**config.mk**
```make
export PLATFORM = sky130hd
export DESIGN_NAME = mem_access_sequencer
export DESIGN_NICKNAME = d
export VERILOG_FILES = /design/src/rtl/mem_access_sequencer.sv
export SDC_FILE = /design/constraint.sdc
export NUM_CORES = 1
export LEC_CHECK = 0
export CORE_ASPECT_RATIO = 0.6
export CORE_MARGIN = 2
export CORE_UTILIZATION = 42
export DETAILED_ROUTE_END_ITERATION = 6
export PLACE_DENSITY = 0.86
export SLEW_MARGIN = 20
export SYNTH_ARGS = -nofsm -noshare
export SYNTH_HDL_FRONTEND = slang
export SYNTH_SLANG_ARGS = --single-unit
```
**constraint.sdc**
```tcl
create_clock -name Clk -period 3.05 [get_ports Clk]
set_input_delay 0.305 -clock Clk [delete_from_list [all_inputs] [get_ports Clk]]
set_output_delay 0.305 -clock Clk [all_outputs]
set_load 0.02 [all_outputs]
```
**src/rtl/mem_access_sequencer.sv**
```systemverilog
// -----------------------------------------------------------------------------
// mem_access_sequencer
//
// Multicycle memory front-end that sits between the main control FSM and the
// unified instruction/data memory. One read or write is accepted at a time.
// Address and write data are held stable while the access is in flight. Read
// data is captured into the instruction register (IR) or the memory data
// register (MDR). A one-cycle done pulse is then returned to the control FSM.
// The decoded IR fields are exposed as zero-latency slices of ir_out.
//
// Ports
//   Clk          system clock, rising edge
//   Reset        synchronous, active-low reset
//   req_valid    control requests a memory access
//   req_wr       1 = write, 0 = read
//   req_ir       read destination: 1 = IR, 0 = MDR (ignored on writes)
//   req_addr     byte address (PC or ALUOut)
//   req_wdata    store data (B register)
//   req_ready    idle and able to accept a request
//   done         one-cycle pulse, access complete
//   busy         access in progress (not idle)
//   mem_addr     address to memory, stable for the whole access
//   mem_wr       memory write strobe, one cycle per write
//   mem_wdata    data to memory, stable for the whole access
//   mem_rdata    data from memory, valid READ_LATENCY cycles after address
//   ir_out       instruction register
//   mdr_out      memory data register
//   op_out, funct_out, rs_out, rt_out, rd_out, imm_out, jtarget_out
//                instruction fields sliced from ir_out
//
// Parameters
//   READ_LATENCY  cycles from address presentation to valid read data (1..15)
//   ADDR_W        address width
//   DATA_W        data width (the IR field slicing requires 32)
// -----------------------------------------------------------------------------
module mem_access_sequencer #(
   parameter int READ_LATENCY = 2,
   parameter int ADDR_W       = 32,
   parameter int DATA_W       = 32
) (
   input  logic              Clk,
   input  logic              Reset,
   input  logic              req_valid,
   input  logic              req_wr,
   input  logic              req_ir,
   input  logic [ADDR_W-1:0] req_addr,
   input  logic [DATA_W-1:0] req_wdata,
   output logic              req_ready,
   output logic              done,
   output logic              busy,
   output logic [ADDR_W-1:0] mem_addr,
   output logic              mem_wr,
   output logic [DATA_W-1:0] mem_wdata,
   input  logic [DATA_W-1:0] mem_rdata,
   output logic [31:0]       ir_out,
   output logic [DATA_W-1:0] mdr_out,
   output logic [5:0]        op_out,
   output logic [5:0]        funct_out,
   output logic [4:0]        rs_out,
   output logic [4:0]        rt_out,
   output logic [4:0]        rd_out,
   output logic [15:0]       imm_out,
   output logic [25:0]       jtarget_out
);

   typedef enum logic [1:0] {
      IDLE,
      ACCESS,
      DONE
   } state_t;

   // The counter runs READ_LATENCY-1 down to 0; the capture happens on the
   // edge where it is already 0, which makes that edge E_READ_LATENCY.
   localparam logic [3:0] CNT_LOAD = 4'(READ_LATENCY - 1);

   state_t            state;
   state_t            state_nxt;
   logic              accept;
   logic              capture;

   logic [ADDR_W-1:0] addr_q;
   logic [DATA_W-1:0] wdata_q;
   logic              wr_q;
   logic              ir_sel_q;
   logic [3:0]        cnt_q;
   logic [31:0]       ir_q;
   logic [DATA_W-1:0] mdr_q;

   // NOTE: sequential state uses non-blocking assignments so every register
   // samples pre-edge values, independent of block evaluation order.
   always_ff @(posedge Clk) begin
      if (!Reset) begin
         state <= IDLE;
      end else begin
         state <= state_nxt;
      end
   end

   // NOTE: every signal written here gets a default first; a path that left
   // one unassigned would infer a latch.
   always_comb begin
      state_nxt = state;
      accept    = 1'b0;
      capture   = 1'b0;
      unique case (state)
         IDLE: begin
            if (req_valid) begin
               accept    = 1'b1;
               state_nxt = ACCESS;
            end
         end
         ACCESS: begin
            // Writes complete after the single strobe cycle; reads wait out
            // the memory latency and capture on the final edge.
            if (wr_q) begin
               state_nxt = DONE;
            end else if (cnt_q == 4'd0) begin
               capture   = 1'b1;
               state_nxt = DONE;
            end
         end
         DONE:    state_nxt = IDLE;
         default: state_nxt = IDLE;
      endcase
   end

   // Request latch, latency counter and destination registers. The request
   // inputs are only looked at on the accept edge.
   always_ff @(posedge Clk) begin
      if (!Reset) begin
         addr_q   <= '0;
         wdata_q  <= '0;
         wr_q     <= 1'b0;
         ir_sel_q <= 1'b0;
         cnt_q    <= '0;
         ir_q     <= '0;
         mdr_q    <= '0;
      end else begin
         if (accept) begin
            addr_q   <= req_addr;
            wdata_q  <= req_wdata;
            wr_q     <= req_wr;
            ir_sel_q <= req_ir;
            cnt_q    <= CNT_LOAD;
         end else if (state == ACCESS && cnt_q != 4'd0) begin
            cnt_q <= cnt_q - 4'd1;
         end

         if (capture) begin
            if (ir_sel_q) begin
               ir_q <= mem_rdata[31:0];
            end else begin
               mdr_q <= mem_rdata;
            end
         end
      end
   end

   // Handshake and strobe are decoded from registered state, so they are
   // glitch-free and done and the captured value appear in the same cycle.
   assign req_ready = (state == IDLE);
   assign busy      = ~req_ready;
   assign done      = (state == DONE);
   assign mem_wr    = (state == ACCESS) && wr_q;
   assign mem_addr  = addr_q;
   assign mem_wdata = wdata_q;

   assign ir_out      = ir_q;
   assign mdr_out     = mdr_q;
   assign op_out      = ir_q[31:26];
   assign funct_out   = ir_q[5:0];
   assign rs_out      = ir_q[25:21];
   assign rt_out      = ir_q[20:16];
   assign rd_out      = ir_q[15:11];
   assign imm_out     = ir_q[15:0];
   assign jtarget_out = ir_q[25:0];

endmodule

```
# Word-level counts from Yosys, hierarchy flattened
# Index checks and enable logic that the tools add are counted.
word_totals:
  reg_bits: 136
  latch_bits: 0
  ram_bits: 0
  rom_bits: 0
  in_bits: 101
  output_inout_bits: 201
  n_memories: 0
classes:
  add_sub_neg: 1
  n_mul: 0
  div: 0
  n_lt_le_gt_ge: 0
  n_eq_ne: 4
  shifts: 0
  mux: 11
  bitwise_logic: 3
  n_reduce_logical: 10
ops:
  columns: ["op", "count"]
  rows:
  - ["2-to-1 mux 1 bit", 7]
  - ["2-to-1 mux 2 bit", 3]
  - ["AND reduction 2 bit", 3]
  - ["zero test 4 bit", 1]
  - ["one-hot mux 2 bit (2 select lines)", 1]
  - ["nonzero test 4 bit", 1]
  - ["subtractor 4 x 1 -> 4 bit (second input constant)", 1]
  - ["inequality test 3 bit (second input constant)", 1]
  - ["inverter 1 bit", 3]
  - ["== test 2 x 1 -> 1 bit (second input constant)", 1]
  - ["== test 2 bit (second input constant)", 1]
  - ["logical AND 1 bit", 2]
  - ["zero test 2 bit", 1]
  - ["inequality test 2 bit (second input constant)", 1]
  - ["nonzero test 2 bit", 1]
  - ["OR reduction 2 bit", 1]

# Depth between registers and ports, before layout
# Gate-level depths: netlist (run 1).
depth:
  depth_word: 5
  depth_mapped: 7

# Worst setup path after synthesis (run 1)
# No wires, ideal clock.
synth_path:
  kind: "register to register"
  startpoint: "reg cnt_q[0]"
  endpoint: "reg mdr_q[10] (netlist: mdr_out[10])"
  setup_time_ns: 0.118
  arrival_time_ns: 1.700
  setup_slack_ns: 1.232
  path_stages_with_launch: 8
  path_buffers: 2
  cell_sequence: "dfxtp_1 -> inv_1 -> ha_1 -> or3b_4 -> or4_1 -> buf_6 -> buf_12 -> mux2i_1"
synth_via:
  elab_chain_cells: 5
synth_lines:
  columns: ["element", "line", "text"]
  rows:
  - ["from (decl)", "85", "logic [3:0] cnt_q;"]
  - ["from (signal assigned)", "146", "cnt_q <= cnt_q - 4'd1;"]
  - ["zero test 4 bit", "117", "end else if (cnt_q == 4'd0) begin"]
  - ["2-to-1 mux 1 bit", "117", null]
  - ["2-to-1 mux 1 bit", "115", "if (wr_q) begin"]
  - ["2-to-1 mux 1 bit", "105", "unique case (state)"]
  - ["AND reduction 2 bit (no source line)", null, null]
  - ["to (signal assigned)", "153", "mdr_q <= mem_rdata;"]
  - ["to (decl)", "87", "logic [DATA_W-1:0] mdr_q;"]
# Every way passes these cells.
# A chain may end at the register's enable or synchronous reset.

# Worst setup path after layout (run 1)
layout_path:
  startpoint: "reg state[0]"
  endpoint: "out mem_wr"
layout_via:
  elab_chain_cells: 2
layout_lines:
  columns: ["element", "line", "text"]
  rows:
  - ["from (decl)", "76", "state_t state;"]
  - ["from (signal assigned)", "95", "state <= state_nxt;"]
  - ["== test 2 x 1 -> 1 bit", "164", "assign mem_wr = (state == ACCESS) && wr_q;"]
  - ["logical AND 1 bit", "164", null]
  - ["to (decl)", "52", "output logic mem_wr,"]
# Every way passes these cells.

==> impl_results.md, run 1 <==
* Clock skew at about 9.5 ps
* Die height at about 93 µm
* PD cells at 547 nW/µm²
* Worst slew margin at ~29%
* Most frequent cells in the layout: 300 x clkdlybuf4s50_1, 229 x nand2_1, 136 x dfxtp_1
* Post-detail-place hpwl at 10900 µm
* VDD IR max at 0.362 mV
* Max cap viols at 0
* Row cnt at 32
* Sinks on Clock Net at 136
* DRC viols at 0
* Largest net degree at the start of global routing at 64
* Final ANT Viol Nets at 0
* Total power draw at approximately 0.0047 W
* Chip width at 152 µm
* Post-route cell area at 8640 µm²
* Share of layout cells above drive strength 1 at under 10%
* Fmax at 462 MHz
* CP cell instances: nor2b_1 > and2_1 > clkdlybuf4s50_1
* Post-Syn Area per Cell at between 8 and 9 µm²
* Worst Hold Class: input pin to flip-flop
* CTS tree: built
* Vias in the first global route at roughly 4700
* CTS root buf: clkbuf_16
* Worst path bufs/invs at 1
* Synthesized Nets at roughly 740
* Filler Cell Count at 999
* CTS Buf Count at 17
* Synth area leader: dfxtp_1
* Status: complete, no violations
* PortBufs at 301
* Global-route wire length before repair at 23000 µm
* Cells after Synth at approximately 640
* Starting Density at a little over two fifths
* Lkg Pwr at approximately 3.6 nW
* Critical path's top delay family: buffers and inverters
* GRT Overall Usage at between 20% and 30%
* Clk Latency, worst-skew pair at ~400 ps
* Post-synthesis sequential area ratio at about half
* Diodes inserted at 0
* CP peak stage delay at approximately 610 ps
* Die Area at between 10000 and 15000 µm²
* Crit Path Class: flip-flop to output port
* Worst Tran Pin Value at around 1100 ps
* Setup bufs post-CTS at 0
* RePlAce Congestion at approximately 0.78
* Routed WL at between 10000 and 15000 µm
* Total gr overflow at 0
* Antenna violations before repair at 0
* DP Area at roughly 8100 µm²
* Reg clk slew, reported paths at about 60 ps
* Post-CTS Hold Buffers at 0
* Post-CTS sizing at 0
* Via density at about 4.7
* CTS Buffer Depth at 2
* Drt first pass iters at 4
* Final Max Tran Viols at 0
* Fin Setup TNS at 0 ps
* WP data required at 2740 ps
* Flops & latches, synth at around 140
* CORE AREA at between 10000 and 15000 µm²
* Synthesis Warnings at 0
* Final hold viol count at 0
* CP endpoint kind: output port
* Area grow syn2layout at 57.5%
* Routed len/inst at ~14 µm
* Startpoint types: flip-flop
* Post-route clock period utilization at slightly above 70%
* Yosys cell types at 28
* Most common cell after layout, fill and taps aside: clkdlybuf4s50_1
* Setup violators final at 0
* Post-synth top area share at between 40% and 50%
* H-tree depth at 4
* Nets at 958
* Vias post-DR at 4843
* I/O pin total at 302
* Worst endpoint data arrival time at 1860 ps
* Worst-path fanout max at 6
* Synthesized cell area at between 5000 and 6000 µm²
* Synth top area cells: dfxtp_1 50%, nand2_1 16%, mux2i_1 12%
* CP max stage cell: clkdlybuf4s50_1
* Min cycle time layout at between 2000 and 2500 ps
* RSZ-0062 raised after global routing: no
* DRT iter0 DRCs at between 150 and 200
[where the power goes]
part           total (W)  leakage, nW  internal, W  switching [W]
Combinational   0.000753         2.19     0.000374       0.000379
Sequential       0.00193         1.11      0.00187      0.0000561
Clock            0.00204        0.283      0.00133       0.000708
Total            0.00473         3.58      0.00358        0.00114
[layer usage]
metal,vias to the layer above,routed length (µm),GRT usage (%)
met5,-,0,0
met4,0,146,6.02
met3,15,1410,8.77
met2,169,7170,35.7
met1,2238,6060,23.6
li1,2421,-,-
[worst register-to-register path, delay by kind of cell (launching register included)]
family / cells / cell delay (ps)
adder cells (fa/ha/maj): 1 / 180
multiplexers: 1 / 200
AND/OR/NAND/NOR: 2 / 920
flip-flops: 1 / 330
buffers and inverters: 2 / 400
[cell usage after synthesis, drive strengths merged]
| master | number |
|---|---|
| or3b | 2 |
| clkinv | 1 |
| ha | 1 |
| nor2 | 2 |
| buf | 77 |
| or3 | 2 |
| or2 | 1 |
| nand2b | 1 |
| a211oi | 3 |
| dfxtp | 136 |
| or4 | 3 |
| nand2 | 229 |
| nor3 | 1 |
| nand4b | 1 |
| inv | 4 |
| nor3b | 2 |
| o21ai | 2 |
| mux2i | 64 |
| nor2b | 2 |
| and2 | 1 |
| clkbuf | 32 |
| a21oi | 70 |
[final cells by class]
type | instances | area, µm² | share of cell area, %
flip-flops and latches | 136 | 2720 | 31.5
well taps | 170 | 213 | 2.46
clock inverters | 8 | 123 | 1.42
clock buffers | 21 | 470 | 5.44
repair buffers | 309 | 3070 | 35.5
inverters | 5 | 18.8 | 0.217
multi-input cells | 387 | 2030 | 23.4
[state kept, by name (all words and copies together), names as in the netlist]
name	count
ir_sel_q	1
cnt_q	4
ir_out	32
wr_q	1
mem_addr	32
mdr_out	32
state	2
mem_wdata	32
[worst paths after layout]
kind	start	end	slack, ps	depth (start not counted)
max	state[0]	mem_wr	890	3
min	Reset	ir_out[9]	390	3
max reg2reg	cnt_q[0]	mdr_out[20]	890	6
min reg2reg	mem_wdata[30]	mem_wdata[30]	450	2
[through the flow]
stage / setup WS (ps) / cells / utilization, % / hold WS (ps)
floorplan: 1230 / 637 / - / 441
global placement: 875 / 1007 / 62.8 / 440
detailed placement: 844 / 1007 / 62.8 / 445
CTS: 864 / 1036 / 67.5 / 366
global route: 792 / 1036 / 67.5 / 410
finish: 888 / 1036 / 67.5 / 386
[kinds of logic after synthesis]
kind of cell	Yosys count	synth area share, %
AO/OA/AOI/OAI	75	6.98
adder cells (fa/ha/maj)	1	0.228
buffers and inverters	114	13.6
flip-flops	136	49.6
multiplexers	64	11.7
AND/OR/NAND/NOR	247	17.9
Note: power is estimated with default switching activity, not from simulation.
==> run 2, diff against run 1 <==
- CORE_UTILIZATION: 42 -> 39
- PLACE_DENSITY: 0.86 -> 0.81
- clock period: 3.05 -> 2.03 ns (I/O delays scaled with it)
==> impl_results.md, run 2 (synthesis results as in run 1) <==
* Status: complete, no violations
* Share of layout cells above drive strength 1 at 6.17%
* Reg clk slew, reported paths at about 60 ps
* Final ANT Viol Nets at 0
* Clk Latency, worst-skew pair at 400 ps
* Total gr overflow at 0
* Chip width at ~160 µm
* CP endpoint kind: output port
* Starting Density at between 40% and 50%
* CP cell instances: or2_2 > inv_1 > clkdlybuf4s50_1
* Largest net degree at the start of global routing at 98
* VDD IR max at ~0.53 mV
* CTS Buf Count at 17
* Post-route clock period utilization at between 90% and 100%
* Int Pwr at between 0.005 and 0.006 W
* Sinks on Clock Net at about 140
* CTS root buf: clkbuf_16
* Most common cell after layout, fill and taps aside: clkdlybuf4s50_1
* WP data required at approximately 1800 ps
* Drt first pass iters at 4
* Global-route wire length before repair at 23400 µm
* CTS Buffer Depth at 2
* P_sw at 0.00187 W
* Area grow syn2layout at 60.0%
* Routed WL at ~15000 µm
* CTS tree: built
* Clock power share at between 40 and 50%
* RePlAce Congestion at roughly 0.73
* Setup violators final at 0
* Post-place setup slack at -28.0 ps
* Post-detail-place hpwl at about 11000 µm
* Final hold viol count at 0
* Row cnt at 33
* Lkg Pwr at about 3.6 nW
* PortBufs at ~300
* DRC viols at 0
* Diodes inserted at 0
* DRT iter0 DRCs at 130
* Routed len/inst at 14.1 µm
* Via density at between 4 and 5
* GRT Overall Usage at between 10% and 20%
* PD cells at just under 800 nW/µm²
* Worst slew margin at 67.1%
* Sequential Power Share at between 40 and 50%
* Crit Path Class: flip-flop to output port
* CP max stage cell: clkdlybuf4s50_1
* Hold slack at 337 ps
* RSZ-0062 raised after global routing: no
* Worst endpoint data arrival time at around 1700 ps
* Clock skew at about 13 ps
* Final Util at approximately 64%
* Most frequent cells in the layout: 299 x clkdlybuf4s50_1, 229 x nand2_1, 136 x dfxtp_1
* Worst Tran Pin Value at about 490 ps
* Comb power frac at 17.1%
* Vias in the first global route at ~4700
* I/O pin total at between 300 and 400
* Vias post-DR at 4826
* Max cap viols at 0
* Die height at 95.9 µm
* H-tree depth at 4
* Startpoint types: flip-flop
* Min cycle time layout at 1930 ps
* CORE AREA at 13700 µm²
* Worst-path fanout max at 6
* Setup WS post-layout at between 90 and 100 ps
* Nets at 964
* Switching Fraction at 26.7%
* Post-CTS Hold Buffers at 0
* Setup bufs post-CTS at 0
* CP peak stage delay at slightly below 600 ps
* Total power draw at approximately 0.007 W
* Antenna violations before repair at 0
* Worst Hold Class: input pin to flip-flop
* Final Max Tran Viols at 0
* Die Area at roughly 15000 µm²
* Fmax at 517 MHz
-- run 2: cell count changes in the layout (fill, tap and decap cells not counted), moves of 2 or more --
cell | before | now
clkinvlp_4 | 3 | 7
clkbuf_8 | 3 | 0
bufinv_16 | 3 | 1
inv_6 | 0 | 3
buf_12 | 0 | 7
-- run 2: cell type report --
type / count / area, µm²
clock buffer: 19 / 433
multi-input combinational: 387 / 2040
tap: 192 / 240
fill: 1169 / 4920
inverter: 5 / 18.8
clock inverter: 13 / 123
timing repair buffer: 315 / 3210
sequential: 136 / 2720
-- run 2: critical path: cells and delay by family (launching register included) --
| family | cells | cell delay (ps) |
|---|---|---|
| buffers and inverters | 2 | 640 |
| DFF | 1 | 370 |
| and+or+nand+nor | 1 | 330 |
-- run 2: path summary, 6_finish.rpt --
kind,cells past startpoint,to,slack [ps],start
worst min-delay path,3,mem_wdata[0],340,Reset
worst max-delay path,3,req_ready,100,state[1]
worst max register to register,6,mdr_out[16],160,cnt_q[1]
worst min register to register,2,mem_addr[30],450,mem_addr[30]
-- run 2: stage by stage --
step	instances	TNS (ps)	cell area [µm²]
after detailed placement	1035	-289	8210
after floorplan	637	0	5490
after global placement	1035	0	8210
after global routing	1067	0	8780
final	1067	0	8780
after CTS	1067	0	8770
-- run 2: metal layers --
metal  vias up  wire length [µm]  GRT usage, %
met5         -                 0             0
met4         0               104          5.53
met3        10              1230          7.25
met2       167              7150          33.5
met1      2214              6550          23.8
li1       2435                 -             -
-- run 2: timing repair --
action,in CTS,in global routing
setup endpoints to repair,22,22
resized for setup,2,3
pin swaps,0,0
hold endpoints to repair,0,0
-- run 2: power groups by stage --
stage               Sequential (W)  Clock [W]  Combinational [W]
floorplan                  0.00310          0           0.000436
global placement           0.00294          0            0.00118
detailed placement         0.00295          0            0.00119
CTS                        0.00289    0.00296            0.00120
global route               0.00291    0.00309            0.00128
finish                     0.00289    0.00290            0.00119
==> run 3, diff against run 2 <==
- HOLD_SLACK_MARGIN: default -> 0.03
- RECOVER_POWER: default -> 50
- clock period: 2.03 -> 1.97 ns (I/O delays scaled with it)
==> impl_results.md, run 3 (synthesis results as in run 1) <==
* Status: complete, no violations
* CP endpoint kind: output port
* CTS Buf Count at 17
* Post-detail-place hpwl at between 10000 and 15000 µm
* Post-route clock period utilization at 91.7%
* CTS Buffer Depth at 2
* Int Pwr at approximately 0.0052 W
* RSZ-0062 raised after global routing: no
* Die height at approximately 96 µm
* Global-route wire length before repair at 22900 µm
* Chip width at between 150 and 200 µm
* Post-route cell area at 8780 µm²
* Clk Latency, worst-skew pair at just over 400 ps
* Min cycle time layout at about 1800 ps
* WP data required at 1770 ps
* Clock skew at between 15 and 20 ps
* Fin cells at between 1000 and 1500
* P_sw at ~0.0019 W
* Placed cell count at 1039
* Switching Fraction at 26.8%
* CTS root buf: clkbuf_16
* Setup WS post-layout at roughly 160 ps
* Max cap viols at 0
* Drt first pass iters at 5
* PortBufs at about 300
* GRT Overall Usage at 19.5%
* Total gr overflow at 0
* Setup violators final at 0
* PD cells at approximately 810 nW/µm²
* Antenna violations before repair at 0
* DRT iter0 DRCs at around 160
* Nets at roughly 970
* Sinks on Clock Net at around 140
* Crit Path Class: flip-flop to output port
* Final hold viol count at 0
* Share of layout cells above drive strength 1 at 6.37%
* Worst endpoint data arrival time at 1610 ps
* Sequential Power Share at about two fifths
* Row cnt at 33
* Diodes inserted at 0
* VDD IR max at 0.480 mV
* H-tree depth at 4
* Final ANT Viol Nets at 0
* Final Max Tran Viols at 0
* Reg clk slew, reported paths at approximately 60 ps
* DP Area at approximately 8200 µm²
* Fin Setup TNS at 0 ps
* Setup bufs post-CTS at 0
* Clock power share at a little over two fifths
* Worst slew margin at roughly 67%
* Via density at ~4.6
* Vias in the first global route at 4590
* Worst-path fanout max at 6
* CTS tree: built
* CORE AREA at roughly 14000 µm²
* Post-place setup slack at -28.5 ps
* Final Util at between 60% and 70%
* RePlAce Congestion at approximately 0.72
* Most common cell after layout, fill and taps aside: nand2_1
* Vias post-DR at ~5000
* I/O pin total at 302
* Largest net degree at the start of global routing at ~100
* Lkg Pwr at just under 4 nW
* Fmax at roughly 550 MHz
* Starting Density at approximately 40%
* Comb power frac at approximately 17%
* DRC viols at 0
* Area grow syn2layout at 59.9%
* Routed len/inst at roughly 14 µm
* Worst Hold Class: input pin to flip-flop
* Most frequent cells in the layout: 229 x nand2_1, 202 x clkdlybuf4s50_1, 136 x dfxtp_1
* Die Area at between 15000 and 20000 µm²
* Routed WL at about 15000 µm
* Startpoint types: flip-flop
* Worst Tran Pin Value at around 490 ps
==> run 3: final timing paths <==
path	cells past startpoint	endpoint	startpoint	slack, ps
max	2	busy	state[1]	160
min	3	mem_wdata[15]	Reset	320
max reg2reg	6	mdr_out[20]	cnt_q[0]	170
min reg2reg	2	mem_addr[30]	mem_addr[30]	450
==> run 3: routing by layer <==
metal | routed length (µm) | part of all wire [%] | GRT usage (%) | vias up
met2 | 7350 | 49 | 33.5 | 154
met1 | 6260 | 42 | 22.7 | 2283
met5 | 0 | 0 | 0 | -
li1 | - | - | - | 2465
met4 | 36 | 0.24 | 4.47 | 0
met3 | 1310 | 8.7 | 8.64 | 2
==> run 3: what timing repair did <==
item	CTS	global route
hold buffers	0	0
gates resized for setup	2	2
endpoints found under the setup margin	20	33
==> run 3: area by class of cell <==
| type | count | area [µm²] |
|---|---|---|
| clock inverter | 13 | 121 |
| clock buffer | 19 | 433 |
| multi-input combinational | 387 | 2030 |
| tap | 192 | 240 |
| fill | 1185 | 4930 |
| timing repair buffer | 319 | 3210 |
| inverter | 5 | 18.8 |
| sequential | 136 | 2720 |
==> run 3: power groups by stage <==
stage	registers [W]	logic [W]	clock network, W
after floorplan	0.00320	0.000449	0
after global placement	0.00303	0.00123	0
after detailed placement	0.00304	0.00124	0
after CTS	0.00298	0.00124	0.00305
after global routing	0.00299	0.00127	0.00319
final	0.00297	0.00118	0.00298
==> run 3: stage by stage <==
| step | total power, W | hold WS, ps |
|---|---|---|
| 2_1_floorplan | 0.00365 | 333 |
| 3_3_place_gp | 0.00426 | 441 |
| 3_5_place_dp | 0.00428 | 446 |
| 4_1_cts | 0.00727 | 317 |
| 5_1_grt | 0.00746 | 320 |
| 6_report | 0.00713 | 320 |
==> run 3: critical path: stages (launching register included) <==
cell and delay (ps):
dfxtp_1 350, or2_2 320, clkdlybuf4s50_1 540
